`config.mk`:
```
export PLATFORM = sky130hd
export DESIGN_NAME = ap_ctrl_perf_monitor
export DESIGN_NICKNAME = d
export VERILOG_FILES = /design/src/rtl/apmon_pkg.sv /design/src/rtl/ap_ctrl_ch_monitor.sv /design/src/rtl/ap_ctrl_perf_monitor.sv
export SDC_FILE = /design/constraint.sdc
export NUM_CORES = 2
export LEC_CHECK = 0
export ABC_AREA = 1
export CORE_MARGIN = 4
export CORE_UTILIZATION = 39
export CTS_BUF_LIST = sky130_fd_sc_hd__clkbuf_4 sky130_fd_sc_hd__clkbuf_8 sky130_fd_sc_hd__clkbuf_16
export DETAILED_ROUTE_END_ITERATION = 10
export SLEW_MARGIN = 20
export SYNTH_ARGS = -nofsm -noshare
export SYNTH_HDL_FRONTEND = slang
export SYNTH_SLANG_ARGS = --single-unit
```
`constraint.sdc`:
```
create_clock -name clock -period 12 [get_ports clock]
set_clock_uncertainty 0.2 [all_clocks]
set_input_delay 2.4 -clock clock [delete_from_list [all_inputs] [get_ports clock]]
set_output_delay 2.4 -clock clock [all_outputs]
set_load 0.01 [all_outputs]
```
`src/rtl/apmon_pkg.sv`:
```
// Shared types and constants for the ap_ctrl performance monitor.
package apmon_pkg;

    typedef enum logic [1:0] {
        IDLE      = 2'd0,
        BUSY      = 2'd1,
        DONE_WAIT = 2'd2
    } apmon_state_e;

    // Statistic selectors for rd_field
    localparam logic [2:0] F_TXN      = 3'd0;
    localparam logic [2:0] F_BUSY     = 3'd1;
    localparam logic [2:0] F_STALL    = 3'd2;
    localparam logic [2:0] F_READY    = 3'd3;
    localparam logic [2:0] F_LAT_MIN  = 3'd4;
    localparam logic [2:0] F_LAT_MAX  = 3'd5;
    localparam logic [2:0] F_LAT_LAST = 3'd6;
    localparam logic [2:0] F_STATUS   = 3'd7;

    // Per-channel ch_mode encoding
    localparam logic MODE_FULL       = 1'b0;
    localparam logic MODE_READY_ONLY = 1'b1;

endpackage

```
`src/rtl/ap_ctrl_ch_monitor.sv`:
```
// One monitored channel: ap_ctrl handshake FSM plus its saturating statistics.
module ap_ctrl_ch_monitor
    import apmon_pkg::*;
#(
    parameter int unsigned CNT_W = 32
) (
    input  logic             clock,
    input  logic             reset,
    input  logic             clear,
    input  logic             frozen,
    input  logic             mode,
    input  logic             ap_start,
    input  logic             ap_ready,
    input  logic             ap_done,
    input  logic             ap_continue,
    output logic [1:0]       state,
    output logic             overflow,
    output logic [CNT_W-1:0] txn,
    output logic [CNT_W-1:0] busy,
    output logic [CNT_W-1:0] stall,
    output logic [CNT_W-1:0] ready_cnt,
    output logic [CNT_W-1:0] lat_min,
    output logic [CNT_W-1:0] lat_max,
    output logic [CNT_W-1:0] lat_last
);
    localparam logic [CNT_W-1:0] CntOne = {{(CNT_W-1){1'b0}}, 1'b1};
    localparam logic [CNT_W-1:0] CntMax = '1;

    apmon_state_e     state_q, state_d;
    logic [CNT_W-1:0] lat_run_q, lat_run_d, lat_run_inc, lat_val;
    logic             txn_ev, busy_ev, stall_ev, lat_ev, run_sat, wrap;
    logic [CNT_W-1:0] txn_q, busy_q, stall_q, ready_q, lat_min_q, lat_max_q, lat_last_q;
    logic             ovf_q;

    function automatic logic [CNT_W-1:0] sat_inc(input logic [CNT_W-1:0] v);
        return (v == CntMax) ? v : v + CntOne;
    endfunction

    // FSM state and running latency; these keep tracking through clear and freeze
    always_ff @(posedge clock) begin
        if (reset) begin
            state_q   <= IDLE;
            lat_run_q <= '0;
        end else begin
            state_q   <= state_d;
            lat_run_q <= lat_run_d;
        end
    end

    // Next-state logic; READY_ONLY mode pins the channel to IDLE
    always_comb begin
        state_d = state_q;
        unique case (state_q)
            IDLE: if (ap_start) begin
                state_d = ap_done ? (ap_continue ? IDLE : DONE_WAIT) : BUSY;
            end
            BUSY: if (ap_done) begin
                state_d = !ap_continue ? DONE_WAIT : (ap_start ? BUSY : IDLE);
            end
            DONE_WAIT: if (ap_continue) begin
                state_d = ap_start ? BUSY : IDLE;
            end
            default: state_d = IDLE;
        endcase
        if (mode == MODE_READY_ONLY) state_d = IDLE;
    end

    // Per-cycle statistic events and running-latency update
    always_comb begin
        txn_ev      = 1'b0;
        busy_ev     = 1'b0;
        stall_ev    = 1'b0;
        lat_ev      = 1'b0;
        run_sat     = 1'b0;
        lat_run_inc = sat_inc(lat_run_q);
        lat_val     = lat_run_inc;
        lat_run_d   = lat_run_q;
        if (mode == MODE_FULL) begin
            unique case (state_q)
                IDLE: if (ap_start) begin
                    busy_ev   = 1'b1;
                    lat_run_d = CntOne;
                    if (ap_done) begin
                        txn_ev  = 1'b1;
                        lat_ev  = 1'b1;
                        lat_val = CntOne;
                    end
                end
                BUSY: begin
                    busy_ev   = 1'b1;
                    run_sat   = (lat_run_q == CntMax);
                    lat_run_d = lat_run_inc;
                    if (ap_done) begin
                        txn_ev = 1'b1;
                        lat_ev = 1'b1;
                        // Back-to-back: the done cycle is cycle 1 of the next transaction
                        if (ap_continue && ap_start) lat_run_d = CntOne;
                    end
                end
                DONE_WAIT: begin
                    stall_ev = 1'b1;
                    if (ap_continue && ap_start) lat_run_d = CntOne;
                end
                default: ;
            endcase
        end
    end

    assign wrap = (txn_ev && txn_q == CntMax) || (busy_ev && busy_q == CntMax) ||
                  (stall_ev && stall_q == CntMax) || (ap_ready && ready_q == CntMax) || run_sat;

    // Statistics: reset > clear > frozen > update
    always_ff @(posedge clock) begin
        if (reset || clear) begin
            txn_q      <= '0;
            busy_q     <= '0;
            stall_q    <= '0;
            ready_q    <= '0;
            lat_min_q  <= CntMax;
            lat_max_q  <= '0;
            lat_last_q <= '0;
            ovf_q      <= 1'b0;
        end else if (!frozen) begin
            if (txn_ev)   txn_q   <= sat_inc(txn_q);
            if (busy_ev)  busy_q  <= sat_inc(busy_q);
            if (stall_ev) stall_q <= sat_inc(stall_q);
            if (ap_ready) ready_q <= sat_inc(ready_q);
            if (lat_ev) begin
                lat_last_q <= lat_val;
                if (lat_val < lat_min_q) lat_min_q <= lat_val;
                if (lat_val > lat_max_q) lat_max_q <= lat_val;
            end
            if (wrap) ovf_q <= 1'b1;
        end
    end

    assign state     = state_q;
    assign overflow  = ovf_q;
    assign txn       = txn_q;
    assign busy      = busy_q;
    assign stall     = stall_q;
    assign ready_cnt = ready_q;
    assign lat_min   = lat_min_q;
    assign lat_max   = lat_max_q;
    assign lat_last  = lat_last_q;

endmodule

```
`src/rtl/ap_ctrl_perf_monitor.sv`:
```
// N-channel ap_ctrl performance monitor with registered statistic read port.
module ap_ctrl_perf_monitor
    import apmon_pkg::*;
#(
    parameter int unsigned NUM_CH = 6,
    parameter int unsigned CNT_W  = 32,
    // Derived; leave at default
    parameter int unsigned CH_W   = (NUM_CH > 1) ? $clog2(NUM_CH) : 1
) (
    input  logic              clock,
    input  logic              reset,
    input  logic              clear,
    input  logic              finish,
    input  logic [NUM_CH-1:0] ch_mode,
    input  logic [NUM_CH-1:0] ap_start,
    input  logic [NUM_CH-1:0] ap_ready,
    input  logic [NUM_CH-1:0] ap_done,
    input  logic [NUM_CH-1:0] ap_continue,
    input  logic              rd_en,
    input  logic [CH_W-1:0]   rd_ch,
    input  logic [2:0]        rd_field,
    output logic              rd_valid,
    output logic [CNT_W-1:0]  rd_data,
    output logic              any_busy,
    output logic              frozen,
    output logic [NUM_CH-1:0] overflow
);
    logic [1:0]       st       [NUM_CH];
    logic [CNT_W-1:0] txn      [NUM_CH];
    logic [CNT_W-1:0] busy     [NUM_CH];
    logic [CNT_W-1:0] stall    [NUM_CH];
    logic [CNT_W-1:0] ready    [NUM_CH];
    logic [CNT_W-1:0] lat_min  [NUM_CH];
    logic [CNT_W-1:0] lat_max  [NUM_CH];
    logic [CNT_W-1:0] lat_last [NUM_CH];
    logic [NUM_CH-1:0] busy_vec;
    logic [CNT_W-1:0]  rd_mux;

    for (genvar g = 0; g < NUM_CH; g++) begin : g_ch
        ap_ctrl_ch_monitor #(
            .CNT_W(CNT_W)
        ) u_ch (
            .clock      (clock),
            .reset      (reset),
            .clear      (clear),
            .frozen     (frozen),
            .mode       (ch_mode[g]),
            .ap_start   (ap_start[g]),
            .ap_ready   (ap_ready[g]),
            .ap_done    (ap_done[g]),
            .ap_continue(ap_continue[g]),
            .state      (st[g]),
            .overflow   (overflow[g]),
            .txn        (txn[g]),
            .busy       (busy[g]),
            .stall      (stall[g]),
            .ready_cnt  (ready[g]),
            .lat_min    (lat_min[g]),
            .lat_max    (lat_max[g]),
            .lat_last   (lat_last[g])
        );
        assign busy_vec[g] = (st[g] != IDLE);
    end

    assign any_busy = |busy_vec;

    // Read mux; channels beyond NUM_CH fall through to zero
    always_comb begin
        rd_mux = '0;
        for (int i = 0; i < NUM_CH; i++) begin
            if (rd_ch == CH_W'(i)) begin
                case (rd_field)
                    F_TXN:      rd_mux = txn[i];
                    F_BUSY:     rd_mux = busy[i];
                    F_STALL:    rd_mux = stall[i];
                    F_READY:    rd_mux = ready[i];
                    F_LAT_MIN:  rd_mux = lat_min[i];
                    F_LAT_MAX:  rd_mux = lat_max[i];
                    F_LAT_LAST: rd_mux = lat_last[i];
                    F_STATUS:   rd_mux = {{(CNT_W-4){1'b0}}, ch_mode[i], overflow[i], st[i]};
                    default:    rd_mux = '0;
                endcase
            end
        end
    end

    // Registered read response; samples pre-update statistics
    always_ff @(posedge clock) begin
        if (reset) begin
            rd_valid <= 1'b0;
            rd_data  <= '0;
        end else begin
            rd_valid <= rd_en;
            if (rd_en) rd_data <= rd_mux;
        end
    end

    // Sticky end-of-run freeze, released only by reset
    always_ff @(posedge clock) begin
        if (reset) frozen <= 1'b0;
        else if (finish) frozen <= 1'b1;
    end

endmodule

```
# After elaboration in Yosys (flattened, before gate mapping)
# Cells that the tools add are included.
# word_totals
out_inout_bits	41
in_bits	41
register_bits	1588
word_cells	542
# op_classes
n_bitwise	31
add_sub_neg	30
reduce_logical	142
magnitude_cmp	12
n_eq_ne	78
muxes	186
# op_table
cell	n
$mux W32	60
$pmux W32 S8	6
$add A32 B1 Y32 const B	30
$eq A32 B32 Y1 const B	30
$pmux W32 S3	6
$gt A32 B32 Y1	6
$lt A32 B32 Y1	6
$reduce_and A3 Y1	42
$mux W2	36
$mux W1	60
$ne A2 B2 Y1 const B	18
$pmux W2 S3	6
$not A1 Y1	31
$logic_and A1 B1 Y1	30
$logic_or A1 B1 Y1	25
$pmux W1 S2	12
$reduce_and A2 Y1	12
$reduce_and A4 Y1	6
$eq A3 B3 Y1 const B	6
$reduce_bool A3 Y1	6
$eq A2 B1 Y1 const B	6
$eq A2 B2 Y1 const B	6
$eq A3 B2 Y1 const B	4
$logic_not A2 Y1	6
other kinds (6)	23

# Logic depth before layout (Yosys ltp)
# logic_depth
word_depth	10
depth_mapped	29
mapped_depth_nobuf	28

# Modules after synthesis
# From an unflattened synthesis, not the netlist that was laid out.
# unflattened
cells_unflattened	15665
area_unflattened_um2	100269.9
# by_module_without_submodules
module	cells_each	instances	seq_area_each_um2	area_per_inst_um2
ap_ctrl_ch_monitor (g_ch[1].u_ch ...)	2063	3	5185.0	14161.1
ap_ctrl_perf_monitor	3359	1	680.7	14919.3
ap_ctrl_ch_monitor (g_ch[0].u_ch)	2079	1	5185.0	14620.3
ap_ctrl_ch_monitor (g_ch[3].u_ch)	2043	1	5185.0	14410.1
ap_ctrl_ch_monitor (g_ch[5].u_ch)	1995	1	5185.0	13837.0

# Worst setup path after synthesis
# No wires, ideal clock.
# synth_timing
kind	input-to-reg
start	in ap_done[1]
end	reg g_ch[1].u_ch.lat_max_q[27]
path_buffers	3
arrival_time_ns	5.032
stages	17
slack_ns	6.698
setup_ns	0.070
required_ns	11.730
cell_sequence	nand3_1 > nor2_2 > inv_2 > clkbuf_1 > nand2_1 > inv_1 > ha_1 > nand2_1 > nor3_1 > nand4_1 > nor4_1 > a31oi_1 > nand2_1 > clkbuf_1 > clkbuf_1 > nand2_1 > a21oi_1
# synth_via
elab_chain_cells	6
elab_cells_between_ends	10
classes_between	1 x order compare; 8 x mux; 1 x reduce/logical
# synth_rtl
element	line	rtl
from (decl)	ap_ctrl_perf_monitor.sv:17	input logic [NUM_CH-1:0] ap_done,
$mux W32	ap_ctrl_ch_monitor.sv:83	if (ap_done) begin
$mux W32	ap_ctrl_ch_monitor.sv:80	IDLE: if (ap_start) begin
$mux W32	ap_ctrl_ch_monitor.sv:79	unique case (state_q)
$mux W32	ap_ctrl_ch_monitor.sv:78	if (mode == MODE_FULL) begin
via g_ch[1].u_ch.lat_val[23]	ap_ctrl_ch_monitor.sv:30	logic [CNT_W-1:0] lat_run_q, lat_run_d, lat_run_inc, lat_val;
$gt A32 B32 Y1	ap_ctrl_ch_monitor.sv:131	if (lat_val > lat_max_q) lat_max_q <= lat_val;
$reduce_and A3 Y1 (no line)	-	
to (signal assigned)	ap_ctrl_ch_monitor.sv:131	
to (decl)	ap_ctrl_ch_monitor.sv:32	logic [CNT_W-1:0] txn_q, busy_q, stall_q, ready_q, lat_min_q, lat_max_q, lat_last_q;
# The timed path passes the listed nets, and every way through them passes these cells.
# A chain may end at the register's enable or synchronous reset.

# Final worst setup path
# layout_timing
start	in rd_field[0]
end	reg rd_data[3]
# layout_via
elab_chain_cells	8
elab_cells_between_ends	20
classes_between	7 x eq/ne; 12 x mux; 1 x reduce/logical
# layout_rtl
element	line	rtl
from (decl)	ap_ctrl_perf_monitor.sv:21	input logic [2:0] rd_field,
$eq A3 B3 Y1, or another cell as far along	ap_ctrl_perf_monitor.sv:72	case (rd_field)
$pmux W32 S8	ap_ctrl_perf_monitor.sv:72	
$mux W32 (5 in a row)	ap_ctrl_perf_monitor.sv:71	if (rd_ch == CH_W'(i)) begin
$mux W32 (*)	ap_ctrl_perf_monitor.sv:71	
to (signal assigned)	ap_ctrl_perf_monitor.sv:94	if (rd_en) rd_data <= rd_mux;
to (decl)	ap_ctrl_perf_monitor.sv:23	output logic [CNT_W-1:0] rd_data,
# Every way passes the cells marked *; elsewhere a longest branch is shown, timed or not.

==> results.yml <==
floorplan:
  die_h_um: 500
  fp.dieArea_sq_mm: 0.250
  core_area_sq_mm: 0.241
  std_cell_rows: 180
  pin_count: 82
  start_util: 0.393
  die_width_um: 500
synthesis:
  synth.distinct_cells: 78
  yosys_warnings: 0
  synth_enable_flop_cells: 0
  syn-cell-area_sq_mm: 0.0945
  yosys_most_used_dff: "dfxtp_1"
  synth_cells: 14100
  seq_area_frac_synth: 0.336
  syn_area_per_cell_sq_um: 6.72
  synth_seq_cells: 1588
  async_flop_share: 0
  syn-num-nets: 14500
placement:
  place_inst: 16900
  placement.io_buffers: 81
  dp_hpwl_um: 276000
  gp_congestion: 1.00
global_route:
  first_global_vias: 87400
  track_usage: 0.283
  antenna_found_initial: 13
  grt-ovfl-total: 0
  grt_pass1_wl_um: 551000
  grt_start_max_net_pins: 182
sta:
  max-slew-margin-rel: 0.187
  rsz0062_at_grt: "false"
  setup_viol: 0
  min_period_over_period: 0.627
  tightest_slew_ns: 1.21
  min_period_ns: 7.53
  timing.fmax_mhz: 133
  slew_viol_final: 0
  finalSetupTns_ns: 0
  hold_viol_final: 0
power_and_ir_drop:
  vdd_drop_max_mv: 0.114
  p_per_area_mw_per_mm2: 117
  leakagePower_nw: 39.2
worst_setup_path:
  cp_data_arrival_time_ns: 8.08
  worstPathMaxFanout: 88
  cp_slowest_stage_delay_ns: 1.22
  required_ns: 12.55
  cp_cell_sequence: "clkdlybuf4s50_1 > inv_1 > nand3_4 > buf_4 > buf_12 > o22ai_1 > nor4_1 > o21ai_0 > nand2_1 > nand4_1 > a21oi_1 > nand2_1 > o211ai_1 > inv_1"
  slowest_stage: "clkdlybuf4s50_1"
  end_kind: "flop"
  critPathKind: "primary input to flop"
  start_kind: "primary input"
route:
  routed_wl_um: 369000
  drt_iter0_markers: 10900
  wl_per_cell_um: 21.4
  viasPerCell: 5.64
  ant_nets: 0
  vias: 97100
  route.detailed.drc: 0
  first_pass_iters: 7
finish:
  final_layout_size_suffix_gt1_frac: 0.0574
  synthToLayoutAreaGrowth_pct: 10.4
  final_cells: 17200
  layout.nets: 14300
  utilization: 0.433
run:
  cap_violations: 0
clock_tree:
  root_buffer: "clkbuf_16"
  post_cts_buffers: 0
  htreeDepth: 4
  cts-buffers-inserted: 187
  clk_pin_slew_worst_paths_ns: 0.05
  clockBufferDepth: 3
  clock-sinks: 1588
  cts_resized: 0
  clk_latency_ns: 0.87
  cts_tree: "done"
  cts_hold_buf: 0
min_path:
  hp-class: "flop to flop"
status:
  status: "finished clean"
[stage by stage]
stage	power, mW	cell area [sq um]	setup slack [ns]	hold slack (ns)
global route	12.6	104000	4.64	0.267
CTS	12.3	104000	4.87	0.257
global placement	6.28	97700	4.10	0.238
finish	12.2	104000	4.47	0.253
floorplan	5.95	94500	6.70	0.229
detailed placement	6.28	97800	3.96	0.242
[cell usage in the layout, fill, tap and decap left out, types with 249 or more instances in the layout]
| cell type | n |
|---|---|
| xor2_1 | 261 |
| o21ai_0 | 844 |
| nand4_1 | 302 |
| inv_1 | 1682 |
| ha_1 | 408 |
| dfxtp_1 | 1587 |
| nor2_1 | 1279 |
| o22ai_1 | 249 |
| nand3_1 | 711 |
| nand2_1 | 2898 |
| nor3_1 | 477 |
| a21oi_1 | 1496 |
[cells in the mapped netlist, drive strengths merged (172+ instances only)]
library cell	n	share of area
nand2	2976	0.12
inv	1741	0.069
dfxtp	1588	0.34
a21oi	1498	0.079
nor2	1383	0.059
o21ai	869	0.046
nand3	751	0.042
nor3	505	0.028
clkbuf	411	0.016
ha	408	0.054
nand4	304	0.020
xor2	261	0.024
o22ai	249	0.016
nor4	217	0.015
buf	172	0.010
[worst max-delay path: cells and delay by family]
kind | cells | cell delay [ns]
buf+inv | 5 | 2.55
compound gates | 4 | 0.89
simple gates | 5 | 1.84
[state kept, by name, summed over array words and instances (netlist names)]
| signal | count |
|---|---|
| frozen | 1 |
| g_ch.u_ch.busy | 192 |
| g_ch.u_ch.lat_last | 192 |
| g_ch.u_ch.lat_max | 192 |
| g_ch.u_ch.lat_min | 192 |
| g_ch.u_ch.lat_run_q | 192 |
| g_ch.u_ch.overflow | 6 |
| g_ch.u_ch.ready_cnt | 192 |
| g_ch.u_ch.stall | 192 |
| g_ch.u_ch.state | 12 |
| g_ch.u_ch.txn | 192 |
| rd_data | 32 |
| rd_valid | 1 |
[path summary, 6_finish.rpt]
check                                                end  slack, ns                 startpoint  depth (start not counted)
worst max-delay path                          rd_data[3]       4.47                rd_field[0]                         14
worst min-delay path            g_ch[4].u_ch.lat_min[15]       0.25   g_ch[4].u_ch.lat_min[15]                          2
worst min register to register  g_ch[4].u_ch.lat_min[15]       0.25   g_ch[4].u_ch.lat_min[15]                          2
worst max register to register  g_ch[3].u_ch.lat_min[13]       6.20  g_ch[3].u_ch.lat_run_q[1]                         22
[area by class of cell]
| class | instances | area, sq um |
|---|---|---|
| clock inverter | 59 | 684 |
| timing repair buffer | 178 | 1590 |
| sequential | 1588 | 31800 |
| inverter | 1750 | 6590 |
| clock buffer | 286 | 5840 |
| fill | 25200 | 136000 |
| tap | 3185 | 3990 |
| antenna | 19 | 47.5 |
| multi-input combinational | 10200 | 53800 |
[per-layer routing]
metal	global-route usage	share of wire	wire length (um)	vias to the layer above
met5	0	0.000057	21	-
met4	0.120	0.047	17200	4
met3	0.0421	0.085	31400	627
met2	0.423	0.42	156000	4020
met1	0.403	0.44	164000	45400
li1	-	-	-	47000
[kinds of logic after synthesis]
kind of cell | after synthesis | share of synthesized area
flip-flops | 1588 | 0.336
AND/OR/NAND/NOR | 6244 | 0.293
buffers and inverters | 2333 | 0.0963
XOR/XNOR | 337 | 0.0312
AO/OA/AOI/OAI | 3165 | 0.189
adder cells (fa/ha/maj) | 408 | 0.0540
[report_power, final]
| group | internal (mW) | switching [mW] | leakage (nW) |
|---|---|---|---|
| combinational | 0.195 | 0.619 | 23.1 |
| clock | 3.58 | 2.48 | 3.29 |
| sequential | 5.33 | 0.0462 | 12.8 |
Power figures use the tool's default switching activity.
